`src/rtl/bus_arbiter.sv`:
```
// Two-master (instruction/data), one-slave bus arbiter with a registered
// round-robin owner that can hand the bus over after any acknowledged beat.
module bus_arbiter (
  input  logic        clk_i,
  input  logic        reset_i,
  input  logic [63:0] i_adr_i,
  input  logic [1:0]  i_size_i,
  output logic [15:0] i_dat_o,
  output logic        i_ack_o,
  input  logic [63:0] d_adr_i,
  input  logic [1:0]  d_size_i,
  input  logic        d_we_i,
  input  logic [15:0] d_dat_i,
  output logic [15:0] d_dat_o,
  output logic        d_ack_o,
  output logic [63:0] adr_o,
  output logic [1:0]  size_o,
  output logic        we_o,
  output logic [15:0] dat_o,
  input  logic [15:0] dat_i,
  input  logic        ack_i,
  output logic [1:0]  gnt_o
);

  // Encoding doubles as the gnt_o value, so the grant output is the raw state.
  typedef enum logic [1:0] {
    OWN_IDLE = 2'b00,
    OWN_IGNT = 2'b01,
    OWN_DGNT = 2'b10
  } own_t;

  own_t r_own;
  logic r_last;   // 0 = instruction granted last, 1 = data granted last
  logic w_ireq;
  logic w_dreq;

  assign w_ireq = (i_size_i != 2'd0);
  assign w_dreq = (d_size_i != 2'd0);

  // Owner FSM: the owner keeps the bus through wait states and only yields on
  // an acked beat (if the other master is waiting) or when it withdraws.
  always_ff @(posedge clk_i or negedge reset_i) begin
    if (!reset_i) begin
      r_own  <= OWN_IDLE;
      r_last <= 1'b1;
    end else begin
      case (r_own)
        OWN_IDLE: begin
          if (w_ireq && (!w_dreq || r_last)) begin
            r_own  <= OWN_IGNT;
            r_last <= 1'b0;
          end else if (w_dreq) begin
            r_own  <= OWN_DGNT;
            r_last <= 1'b1;
          end
        end
        OWN_IGNT: begin
          if (!w_ireq) begin
            if (w_dreq) begin
              r_own  <= OWN_DGNT;
              r_last <= 1'b1;
            end else begin
              r_own <= OWN_IDLE;
            end
          end else if (ack_i && w_dreq) begin
            r_own  <= OWN_DGNT;
            r_last <= 1'b1;
          end
        end
        OWN_DGNT: begin
          if (!w_dreq) begin
            if (w_ireq) begin
              r_own  <= OWN_IGNT;
              r_last <= 1'b0;
            end else begin
              r_own <= OWN_IDLE;
            end
          end else if (ack_i && w_ireq) begin
            r_own  <= OWN_IGNT;
            r_last <= 1'b0;
          end
        end
        default: r_own <= OWN_IDLE;
      endcase
    end
  end

  // Bus outputs follow the owner combinationally; an async reset of r_own
  // therefore idles the bus without waiting for a clock edge.
  always_comb begin
    adr_o  = '0;
    size_o = '0;
    we_o   = 1'b0;
    dat_o  = '0;
    case (r_own)
      OWN_IGNT: begin
        adr_o  = i_adr_i;
        size_o = i_size_i;
      end
      OWN_DGNT: begin
        adr_o  = d_adr_i;
        size_o = d_size_i;
        we_o   = d_we_i;
        dat_o  = d_dat_i;
      end
      default: ;
    endcase
  end

  assign gnt_o   = r_own;
  assign i_dat_o = dat_i;
  assign d_dat_o = dat_i;
  assign i_ack_o = ack_i && (r_own == OWN_IGNT) && w_ireq;
  assign d_ack_o = ack_i && (r_own == OWN_DGNT) && w_dreq;

endmodule

```
`config.mk`:
```
export PLATFORM = sky130hd
export DESIGN_NAME = bus_arbiter
export DESIGN_NICKNAME = d
export VERILOG_FILES = /design/src/rtl/bus_arbiter.sv
export SDC_FILE = /design/constraint.sdc
export NUM_CORES = 1
export LEC_CHECK = 0
export CELL_PAD_IN_SITES_DETAIL_PLACEMENT = 0
export CELL_PAD_IN_SITES_GLOBAL_PLACEMENT = 1
export CORE_MARGIN = 2
export CORE_UTILIZATION = 10
export CTS_CLUSTER_DIAMETER = 120
export DETAILED_ROUTE_END_ITERATION = 16
export PLACE_DENSITY_LB_ADDON = 0.1
export SYNTH_ARGS = -nofsm -noshare
export SYNTH_HDL_FRONTEND = slang
export SYNTH_SLANG_ARGS = --single-unit
```
`constraint.sdc`:
```
create_clock -name clk_i -period 2.4 [get_ports clk_i]
set_clock_uncertainty 0.05 [all_clocks]
set_input_delay 0.48 -clock clk_i [delete_from_list [all_inputs] [get_ports clk_i]]
set_output_delay 0.48 -clock clk_i [all_outputs]
set_load 0.1 [all_outputs]
```
==> metrics.cfg <==
[outcome]
status = completed

[worst_setup_path]
cp.required_ps = 1870
crit_fanout = 14
worst_setup_path_start_kind = flip-flop
worstSetupEndpointType = output pin
arrival_ps = 1860
critPathKind = flip-flop to output pin

[logic_synthesis]
ys_seq_elements = 3
synth_fa_ha_area_frac = 0.0369
synth_edf_count = 0
syn_nets = 347
synth_compound_area_frac = 0.505
yosys.area_share.simple = 0.139
synth-seq-area-share = 0.0563
yosysWarnings = 0
synth.avg_cell_area_um2 = 7.74
synth_xor_area_frac = 0
syn_inst = 175
synth_area_um2 = 1360
synthFlopType = dfrtp_1
synth_mux_area_frac = 0.0166
synth_top_family_by_area = compound AO/OA/AOI/OAI gates
ys_types = 30
ys_async_sr_fraction = 1.00

[clock_tree]
cts_tree = yes
cts_sinks = 3
clk_latency_ps = 230
path_clk_slew_ps = 30
ctsLongestPathBuffers = 2
root_buffer = clkbuf_16
cts_made_buffers = 3
htree_levels = 1

[sta]
slew_violations = 0
slew_headroom = 0.819
fin_hold_ws_ps = 391
fmax_mhz = 419
worst_slew_pin_slew_ps = 269
fin_crit_sh = 0.995
hold_viol_final = 0
setup_viol = 0
timing.final.crit_period_ps = 2390
rsz0062_at_grt = yes

[grt]
grt_remaining_overflow = 0
grt_pass1_vias = 2300
grt_pass1_wl_um = 14600
antenna_found_initial = 0
grt_max_degree = 30
track_usage = 0.129

[place]
dp_hpwl_um = 8210
place_congestion = 0.738
placed_area_um2 = 5060
numPortBuffers = 238

[drt]
drc_errors = 0
postRouteAntennaNets = 0
vias = 2285
firstDrtPassIters = 4
avgViaCountPerCell = 4.04
drt-initial-drc-count = 36
wl_per_cell_um = 19.4
drt_wl_total_um = 11000

[finish]
fin_area_um2 = 5410
antenna_cells = 0
drive_above_1_share = 0.532
area_growth_pct = 299
num-nets-final = 562

[power]
p_per_area_nw_per_um2 = 1760
vdd_drop_max_mv = 0.666
power.static_leakage_nw = 2.25

[flow_run]
timing.max_cap.violations = 0

[floorplanning]
rows = 42
io_pins = 287
core_um2 = 13200
initial_core_util = 0.102
die_w_um = 120
dieArea_um2 = 14500
chipHeight_um = 120

[hold_path]
hp-class = primary input to asynchronous set/reset pin

layout by cell type, fill, tap and decap left out, types with 3 or more instances in the layout:
| cell | n |
|---|---|
| a22o_4 | 47 |
| nor2_1 | 3 |
| clkbuf_16 | 7 |
| a22o_2 | 19 |
| clkdlybuf4s50_1 | 151 |
| and2_4 | 3 |
| a21oi_1 | 3 |
| buf_4 | 8 |
| buf_6 | 3 |
| buf_16 | 3 |
| nor3_1 | 3 |
| and2_2 | 17 |
| o21ai_0 | 4 |
| buf_12 | 89 |
cells in the mapped netlist, types with 2 or more instances:
| cell | n | area [um^2] |
|---|---|---|
| o21ai_0 | 4 | 20.0 |
| buf_4 | 32 | 240 |
| a22o_1 | 66 | 578 |
| clkbuf_1 | 6 | 22.5 |
| and2_1 | 20 | 125 |
| nor2_1 | 3 | 11.3 |
| ha_1 | 4 | 50.1 |
| buf_1 | 4 | 15.0 |
| nor3_1 | 3 | 15.0 |
| o21ba_2 | 2 | 20.0 |
| buf_2 | 6 | 30.0 |
| dfrtp_1 | 2 | 50.1 |
| inv_1 | 4 | 15.0 |
| a21oi_1 | 3 | 15.0 |
what timing repair did:
| action | CTS | global route |
|---|---|---|
| pin swaps | 0 | 10 |
| gates cloned | 2 | 8 |
| endpoints found under the setup margin | 66 | 66 |
| buffers inserted | 2 | 0 |
| hold buffers | 0 | 0 |
| gates resized for setup | 10 | 4 |
report_power, final:
group          internal [mW]  switching, mW
Sequential            0.0938         0.0268
Clock                  0.220         0.0484
Combinational           3.57           5.58
Total                   3.88           5.66
layer usage:
| metal | wire length [um] | part of all wire | GRT usage |
|---|---|---|---|
| met1 | 4180 | 0.38 | 0.150 |
| met2 | 5740 | 0.52 | 0.237 |
| met3 | 1050 | 0.095 | 0.0439 |
| met4 | 12 | 0.0011 | 0.0131 |
| met5 | 0 | 0 | 0 |
per-stage QoR:
step / setup TNS [ps] / instances / total power, mW / setup slack, ps / utilization
2_1_floorplan: -4790 / 175 / 5.96 / -96.6 / -
3_3_place_gp: 0 / 549 / 8.85 / 146 / 0.382
3_5_place_dp: 0 / 549 / 8.85 / 137 / 0.382
4_1_cts: -6.36 / 557 / 9.34 / -6.01 / 0.396
5_1_grt: -1010 / 565 / 9.81 / -34.0 / 0.409
6_report: 0 / 565 / 9.54 / 12.1 / 0.409
layout make-up:
cell class	count	area (um^2)
sequential	3	83.8
timing repair buffer	258	3570
clock buffer	4	78.8
tap	176	220
inverter	4	20.0
fill	1266	7830
multi-input combinational	120	1440
final timing paths:
check / slack, ps / endpoint / from / cells after the start
worst max register to register: 440 / gnt_o[1] / gnt_o[0] / 7
worst min register to register: 660 / gnt_o[1] / gnt_o[1] / 2
min in group clk_i: 660 / gnt_o[1] / gnt_o[1] / 2
worst max-delay path: 10 / adr_o[49] / gnt_o[1] / 6
max in group asynchronous: 1690 / r_last / reset_i / 1
worst min-delay path: 390 / gnt_o[0] / reset_i / 1
flip-flops by register name (all words and copies together), names as in the netlist:
register  flops
gnt_o         2
r_last        1
critical path, cell delays in order (launching register included):
cell       delay [ps]
dfrtp_4           480
inv_4              80
ha_4              210
and2_4            210
clkbuf_16         210
a22o_4            270
buf_12            160
cell families after synthesis:
kind of cell	Yosys count
compound gates	82
simple gates	31
mux	2
flops	3
buf+inv	53
fa+ha+maj	4
Note: power is estimated with default switching activity, not from simulation.
